$ cat src/rtl/systolic_mx_matmul_os.sv
// Output-stationary MX-integer systolic matmul with per-PE accumulators
// and optional accumulation across successive tiles for K-splitting.
module systolic_mx_matmul_os #(
  parameter int PE_rows        = 2,
  parameter int PE_cols        = 2,
  parameter int vec_elem_count = 8,
  parameter int k              = 2,
  parameter int bit_width      = 8,
  parameter int scale_width    = 8,
  parameter int scale_bias     = 127,
  parameter int acc_width      = 32,
  parameter int out_width      = 16,
  localparam int block_count   = vec_elem_count / k
) (
  input  logic i_clk,
  input  logic i_rst,
  input  logic i_valid,
  output logic o_ready,
  input  logic i_acc,
  input  logic [PE_rows-1:0][vec_elem_count-1:0][bit_width-1:0] A_i,
  input  logic [PE_rows-1:0][block_count-1:0][scale_width-1:0] S_A_i,
  input  logic [vec_elem_count-1:0][PE_cols-1:0][bit_width-1:0] B_i,
  input  logic [block_count-1:0][PE_cols-1:0][scale_width-1:0] S_B_i,
  output logic o_valid,
  input  logic i_ready,
  output logic [PE_rows-1:0][PE_cols-1:0][out_width-1:0] C_o,
  output logic [PE_rows-1:0][PE_cols-1:0] o_sat
);

  localparam int last_t = block_count + PE_rows + PE_cols - 1;
  localparam int tw     = $clog2(last_t + 1);
  localparam int pw     = 2 * bit_width + $clog2(k) + 1;
  localparam int shw    = scale_width + 2;

  localparam logic signed [acc_width-1:0] sat_hi =
    {{(acc_width-out_width+1){1'b0}}, {(out_width-1){1'b1}}};
  localparam logic signed [acc_width-1:0] sat_lo = ~sat_hi;

  typedef logic [k-1:0][bit_width-1:0] blk_t;
  typedef logic [scale_width-1:0] scl_t;
  typedef enum logic [1:0] {IDLE, FEED, DONE} state_t;

  state_t state, state_nx;
  logic [tw-1:0] t;
  logic accept, feed_end;

  logic [PE_rows-1:0][vec_elem_count-1:0][bit_width-1:0] a_buf;
  logic [PE_rows-1:0][block_count-1:0][scale_width-1:0] sa_buf;
  logic [vec_elem_count-1:0][PE_cols-1:0][bit_width-1:0] b_buf;
  logic [block_count-1:0][PE_cols-1:0][scale_width-1:0] sb_buf;

  blk_t a_inj_d [PE_rows];
  scl_t a_inj_s [PE_rows];
  logic a_inj_v [PE_rows];
  blk_t b_inj_d [PE_cols];
  scl_t b_inj_s [PE_cols];
  logic b_inj_v [PE_cols];

  blk_t a_q_d [PE_rows][PE_cols];
  scl_t a_q_s [PE_rows][PE_cols];
  logic a_q_v [PE_rows][PE_cols];
  blk_t b_q_d [PE_rows][PE_cols];
  scl_t b_q_s [PE_rows][PE_cols];
  logic b_q_v [PE_rows][PE_cols];

  logic signed [acc_width-1:0] term [PE_rows][PE_cols];
  logic signed [acc_width-1:0] acc  [PE_rows][PE_cols];

  function automatic logic signed [acc_width-1:0] mx_term(
    input blk_t a,
    input blk_t b,
    input scl_t sa,
    input scl_t sb
  );
    logic signed [2*bit_width-1:0] pr;
    logic signed [pw-1:0] p;
    logic signed [shw-1:0] sh;
    logic [shw-1:0] mag;
    logic signed [acc_width-1:0] pe;
    p = '0;
    for (int m = 0; m < k; m++) begin
      pr = $signed(a[m]) * $signed(b[m]);
      p  = p + pw'(pr);
    end
    sh  = $signed({2'b00, sa}) + $signed({2'b00, sb})
        - shw'(2 * scale_bias);
    mag = sh[shw-1] ? shw'(-sh) : shw'(sh);
    pe  = acc_width'(p);
    // Shifting fully out of the accumulator gives zero in both directions
    if (32'(mag) >= acc_width) mx_term = '0;
    else if (sh[shw-1])        mx_term = pe >>> mag;
    else                       mx_term = pe <<< mag;
  endfunction

  assign accept   = i_valid && o_ready;
  assign feed_end = (state == FEED) && (t == tw'(last_t));

  always_ff @(posedge i_clk or posedge i_rst) begin
    if (i_rst) state <= IDLE;
    else       state <= state_nx;
  end

  always_comb begin
    state_nx = state;
    o_ready  = 1'b0;
    o_valid  = 1'b0;
    unique case (state)
      IDLE: begin
        o_ready = 1'b1;
        if (i_valid) state_nx = FEED;
      end
      FEED: if (feed_end) state_nx = DONE;
      DONE: begin
        o_valid = 1'b1;
        if (i_ready) state_nx = IDLE;
      end
      default: state_nx = IDLE;
    endcase
  end

  always_ff @(posedge i_clk or posedge i_rst) begin
    if (i_rst) begin
      t      <= '0;
      a_buf  <= '0;
      sa_buf <= '0;
      b_buf  <= '0;
      sb_buf <= '0;
    end else if (accept) begin
      t      <= '0;
      a_buf  <= A_i;
      sa_buf <= S_A_i;
      b_buf  <= B_i;
      sb_buf <= S_B_i;
    end else if (state == FEED) begin
      t <= t + tw'(1);
    end
  end

  // Skewed injection: row i / column j take block b at t = b+i / b+j
  always_comb begin
    for (int i = 0; i < PE_rows; i++) begin
      a_inj_d[i] = '0;
      a_inj_s[i] = '0;
      a_inj_v[i] = 1'b0;
      for (int b = 0; b < block_count; b++)
        if (state == FEED && int'(t) == b + i) begin
          a_inj_v[i] = 1'b1;
          a_inj_s[i] = sa_buf[i][b];
          for (int m = 0; m < k; m++)
            a_inj_d[i][m] = a_buf[i][b*k+m];
        end
    end
    for (int j = 0; j < PE_cols; j++) begin
      b_inj_d[j] = '0;
      b_inj_s[j] = '0;
      b_inj_v[j] = 1'b0;
      for (int b = 0; b < block_count; b++)
        if (state == FEED && int'(t) == b + j) begin
          b_inj_v[j] = 1'b1;
          b_inj_s[j] = sb_buf[b][j];
          for (int m = 0; m < k; m++)
            b_inj_d[j][m] = b_buf[b*k+m][j];
        end
    end
  end

  always_ff @(posedge i_clk or posedge i_rst) begin
    if (i_rst) begin
      for (int i = 0; i < PE_rows; i++)
        for (int j = 0; j < PE_cols; j++) begin
          a_q_d[i][j] <= '0;
          a_q_s[i][j] <= '0;
          a_q_v[i][j] <= 1'b0;
          b_q_d[i][j] <= '0;
          b_q_s[i][j] <= '0;
          b_q_v[i][j] <= 1'b0;
        end
    end else begin
      for (int i = 0; i < PE_rows; i++) begin
        a_q_d[i][0] <= a_inj_d[i];
        a_q_s[i][0] <= a_inj_s[i];
        a_q_v[i][0] <= a_inj_v[i];
        for (int j = 1; j < PE_cols; j++) begin
          a_q_d[i][j] <= a_q_d[i][j-1];
          a_q_s[i][j] <= a_q_s[i][j-1];
          a_q_v[i][j] <= a_q_v[i][j-1];
        end
      end
      for (int j = 0; j < PE_cols; j++) begin
        b_q_d[0][j] <= b_inj_d[j];
        b_q_s[0][j] <= b_inj_s[j];
        b_q_v[0][j] <= b_inj_v[j];
        for (int i = 1; i < PE_rows; i++) begin
          b_q_d[i][j] <= b_q_d[i-1][j];
          b_q_s[i][j] <= b_q_s[i-1][j];
          b_q_v[i][j] <= b_q_v[i-1][j];
        end
      end
    end
  end

  always_comb begin
    for (int i = 0; i < PE_rows; i++)
      for (int j = 0; j < PE_cols; j++)
        term[i][j] = mx_term(a_q_d[i][j], b_q_d[i][j],
                             a_q_s[i][j], b_q_s[i][j]);
  end

  always_ff @(posedge i_clk or posedge i_rst) begin
    if (i_rst) begin
      for (int i = 0; i < PE_rows; i++)
        for (int j = 0; j < PE_cols; j++)
          acc[i][j] <= '0;
    end else begin
      for (int i = 0; i < PE_rows; i++)
        for (int j = 0; j < PE_cols; j++)
          if (accept && !i_acc)
            acc[i][j] <= '0;
          else if (a_q_v[i][j] && b_q_v[i][j])
            acc[i][j] <= acc[i][j] + term[i][j];
    end
  end

  always_ff @(posedge i_clk or posedge i_rst) begin
    if (i_rst) begin
      C_o   <= '0;
      o_sat <= '0;
    end else if (feed_end) begin
      for (int i = 0; i < PE_rows; i++)
        for (int j = 0; j < PE_cols; j++)
          unique case (1'b1)
            acc[i][j] > sat_hi: begin
              C_o[i][j]   <= sat_hi[out_width-1:0];
              o_sat[i][j] <= 1'b1;
            end
            acc[i][j] < sat_lo: begin
              C_o[i][j]   <= sat_lo[out_width-1:0];
              o_sat[i][j] <= 1'b1;
            end
            default: begin
              C_o[i][j]   <= acc[i][j][out_width-1:0];
              o_sat[i][j] <= 1'b0;
            end
          endcase
    end
  end

endmodule

$ cat config.mk
export PLATFORM = sky130hd
export DESIGN_NAME = systolic_mx_matmul_os
export DESIGN_NICKNAME = d
export VERILOG_FILES = /design/src/rtl/systolic_mx_matmul_os.sv
export SDC_FILE = /design/constraint.sdc
export NUM_CORES = 2
export LEC_CHECK = 0
export ABC_CLOCK_PERIOD_IN_PS = 40100
export CORE_MARGIN = 4
export CORE_UTILIZATION = 38
export DETAILED_ROUTE_END_ITERATION = 6
export SLEW_MARGIN = 25
export SYNTH_ARGS = -nofsm -noshare
export SYNTH_HDL_FRONTEND = slang
export SYNTH_SLANG_ARGS = --single-unit
export TNS_END_PERCENT = 20
$ cat constraint.sdc
create_clock -name i_clk -period 40.1 [get_ports i_clk]
set_input_delay 8.02 -clock i_clk [delete_from_list [all_inputs] [get_ports i_clk]]
set_output_delay 8.02 -clock i_clk [all_outputs]
set_load 0.1 [all_outputs]
==> run_results.csv <==
group,metric,value,unit
detailed_routing,detailroute.via_count,59600,
finish,n_fill_cell,17800,
sta,fin_skew,0.0739,ns
setup_path,data_arrival_time_of_the_critical_path,11.75,ns
setup_path,r2r_setup_slack,28.95,ns
sta,achievable-frequency,89.7,MHz
synthesis,synthMostInstantiatedCell,"sky130_fd_sc_hd__nand2_1",
clocking,holdBufCountCts,0,
run_status,outcome,"completed",
synthesis,synth.ff_latch_count,781,
setup_path,slowest_cell_on_the_critical_path,"sky130_fd_sc_hd__dfrtp_1",
setup_path,critPathMaxFanout,9,
sta,grt_setup_unrepaired,"no",
detailed_routing,drt-pass1-iter-count,6,
sta,slew_violations,0,
sta,postLayoutSetupSlackWorst,28.95,ns
job,max_cap_violations,0,
synthesis,synth.yosys.seq_area_share,28.1,%
floorplanning,total_die_area,190000,µm²
sta,setup-violations-final,0,
setup_path,critical_path_buf_inv_count,4,
synthesis,yosys.area_share.simple,19.7,%
floorplanning,num_io_pins,459,
min_path,holdCritPathClass,"reg2reg",
clocking,htreeDepth,3,
setup_path,worstReg2RegEnd,"acc[122]$_DFFE_PP0P_",
sta,hold_ws,0.404,ns
clocking,clk_latency,0.79,ns
synthesis,synth_area_in_compound_gates,16.4,%
setup_path,critPathCaptureType,"register",
placement,pre_cts_slack,28.14,ns
setup_path,cp_slowest_stage_delay,0.62,ns
floorplanning,initial_core_utilization,38.4,%
global_route,grt.overflow.total,0,
global_route,grt_first_pass_wirelength,358000,µm
setup_path,setup_crit_start_kind,"register",
synthesis,yosysWarnings,0,
clocking,clock_pin_slew_worst_setup_and_hold_paths,0.06,ns
clocking,clk_path_buf_depth,3,
clocking,clockRootBuffer,"sky130_fd_sc_hd__clkbuf_16",
synthesis,synth_fa_ha_area_share,24.1,%
synthesis,mappedNetlistArea,69600,µm²
finish,area_growth_syn_to_layout,14.8,%
synthesis,synth_largest_area_cell,"sky130_fd_sc_hd__dfrtp_1",
sta,finalHoldViolations,0,
setup_path,critical-path-top-delay-family,"adder cells",
finish,nNetsFinal,9843,
floorplanning,core-area,181000,µm²
clocking,tritoncts,"yes",
setup_path,critPathLaunch,"b_q_d[56]$_DFF_PP0_",
min_path,min-delay-start,"b_q_s[26]$_DFF_PP0_",
synthesis,post_synth_xor_area_fraction,2.92,%
min_path,holdPathStages,0,
finish,post_route_cells_drive_above_1_share,4.50,%
detailed_routing,routedWlPerCell,20.7,µm
setup_path,criticalPathCategory,"reg2reg",
placement,placement.io_buffers,458,
detailed_routing,wl,226000,µm
clocking,clock_buffers_created_by_tritoncts,91,
global_route,via_count_of_the_first_global_routing_pass,61100,
sta,shortest_clock_period_the_worst_path_allows_after_layout,11.15,ns
clocking,numClockSinks,781,
setup_path,critPathMostFrequentCell,"sky130_fd_sc_hd__fa_1",
synthesis,synth_ff_type,"sky130_fd_sc_hd__dfrtp_1",
floorplanning,num_rows,156,
detailed_routing,drtIter0Drc,5158,
synthesis,synth.area.top_cells,"sky130_fd_sc_hd__dfrtp_1, sky130_fd_sc_hd__fa_1, sky130_fd_sc_hd__nand2_1",
clocking,cts_setup_buffers,0,
sta,slew_of_the_pin_with_the_lowest_slew_margin,1.08,ns
synthesis,largest_family_of_logic_cells_by_synthesized_area,"adder cells",
min_path,hold_path_end,"b_q_s[10]$_DFF_PP0_",
synthesis,post_synth_top_cells,"sky130_fd_sc_hd__nand2_1, sky130_fd_sc_hd__dfrtp_1, sky130_fd_sc_hd__inv_1",
floorplanning,fp.dieW,436,µm
global_route,grt_antenna_before_repair,23,
global_route,global_route.usage.total,23.7,%
placement,finalWeightedCongestion,0.921,
setup_path,r2r_start,"b_q_d[56]$_DFF_PP0_",
synthesis,yosys-mux-area-fraction,2.66,%
global_route,grt_max_degree,211,
placement,hpwlAfterDp,174000,µm
finish,final_core_utilization,44.1,%
floorplanning,die-height,436,µm
detailed_routing,drt-vias-per-instance,5.45,
synthesis,synth_edf_count,0,
setup_path,worstRegToRegCells,35,
clocking,total_of_cells_resized_after_clock_tree_synthesis,0,
sta,part_of_the_cycle_the_worst_path_needs,27.8,%
synthesis,mappedNetlistNets,9561,
synthesis,syn_avg_cell_area,8.50,µm²
sta,slew_headroom,28.0,%
synthesis,synthArstFlopShare,100,%
detailed_routing,antenna_violating_nets_post_route,0,
detailed_routing,drc_markers,0,
synthesis,synth_top_cell_area_share,28.1,%
setup_path,required_time_at_the_worst_slack_endpoint,40.70,ns
sta,timing.setup.tns,0,ns
synthesis,yosys.cell_types.count,109,
synthesis,postSynthCellCount,8182,
==> routing by layer <==
| metal | global-route usage (%) | wire (µm) |
|---|---|---|
| met2 | 40.2 | 109000 |
| met3 | 3.09 | 11400 |
| met1 | 30.6 | 95700 |
| met5 | 0 | 66 |
| met4 | 9.71 | 9780 |
==> worst max-delay path by stage <==
stage                           end  slack, ns  depth (start not counted)
3_5_place_dp    C_o[48]$_DFFE_PP0P_      28.14                          5
4_1_cts        acc[122]$_DFFE_PP0P_      28.90                         35
2_1_floorplan    C_o[0]$_DFFE_PP0P_      10.15                          1
6_report       acc[122]$_DFFE_PP0P_      28.95                         35
3_3_place_gp    C_o[48]$_DFFE_PP0P_      28.21                          5
5_1_grt        acc[122]$_DFFE_PP0P_      28.01                         35
==> sequential cells by signal (all words and copies together), names as in the netlist <==
name    cells
a_buf     128
acc       128
b_buf     128
C_o        64
a_q_d      64
b_q_d      64
sa_buf     64
sb_buf     64
a_q_s      32
b_q_s      32
b_q_v       4
o_sat       4
t           3
state       2
==> cells in the final DEF (no fill, tap or decap), drive strengths merged, types with 24 or more instances in the layout <==
cell,synthesis,layout
nor3,115,115
mux2i,120,120
a31oi,65,65
a221o,98,98
nand2,1895,1895
mux2,27,27
and3,29,29
nand2b,46,46
nor2,480,480
o21bai,25,25
a221oi,24,24
o21a,52,52
and2,333,333
or3,34,34
nand4,33,33
clkbuf,288,120
o22ai,27,27
a211oi,90,90
xor2,63,63
nand3,90,90
clkdlybuf4s50,0,458
a21oi,463,463
o31ai,31,31
inv,748,752
xnor2,165,165
buf,72,91
o21ai,468,468
o211ai,61,61
dfrtp,781,781
fa,584,584
nor4,26,26
ha,406,406
a21o,93,93
clkinv,5,34
==> metrics by stage <==
step                      instance area [µm²]  cells
after floorplan                         69600   8182
after global placement                  76600  10700
after detailed placement                76600  10700
after CTS                               79800  10900
after global routing                    79900  10900
final                                   79900  10900
==> layout make-up <==
class	instances	area (µm²)	share of cell area, %
Clock buffer	120	2520	3.15
Clock inverter	48	672	0.841
Antenna cell	17	42.5	0.0533
Sequential cell	781	19500	24.5
Multi-Input combinational cell	6288	46000	57.6
Timing Repair Buffer	549	5330	6.68
Inverter	753	2830	3.55
Tap cell	2370	2970	3.71
==> kinds of logic (layout without fill, tap and decap cells) <==
kind of cell,count (synthesis),after routing
buf+inv,1113,1470
mux,162,162
flops,781,781
xor+xnor,228,228
compound gates,1749,1749
simple gates,3159,3159
fa+ha+maj,990,990
other cells,0,17
Power is not shown: default switching activity piles up to over one toggle a cycle in this logic, so the estimate is an artifact.
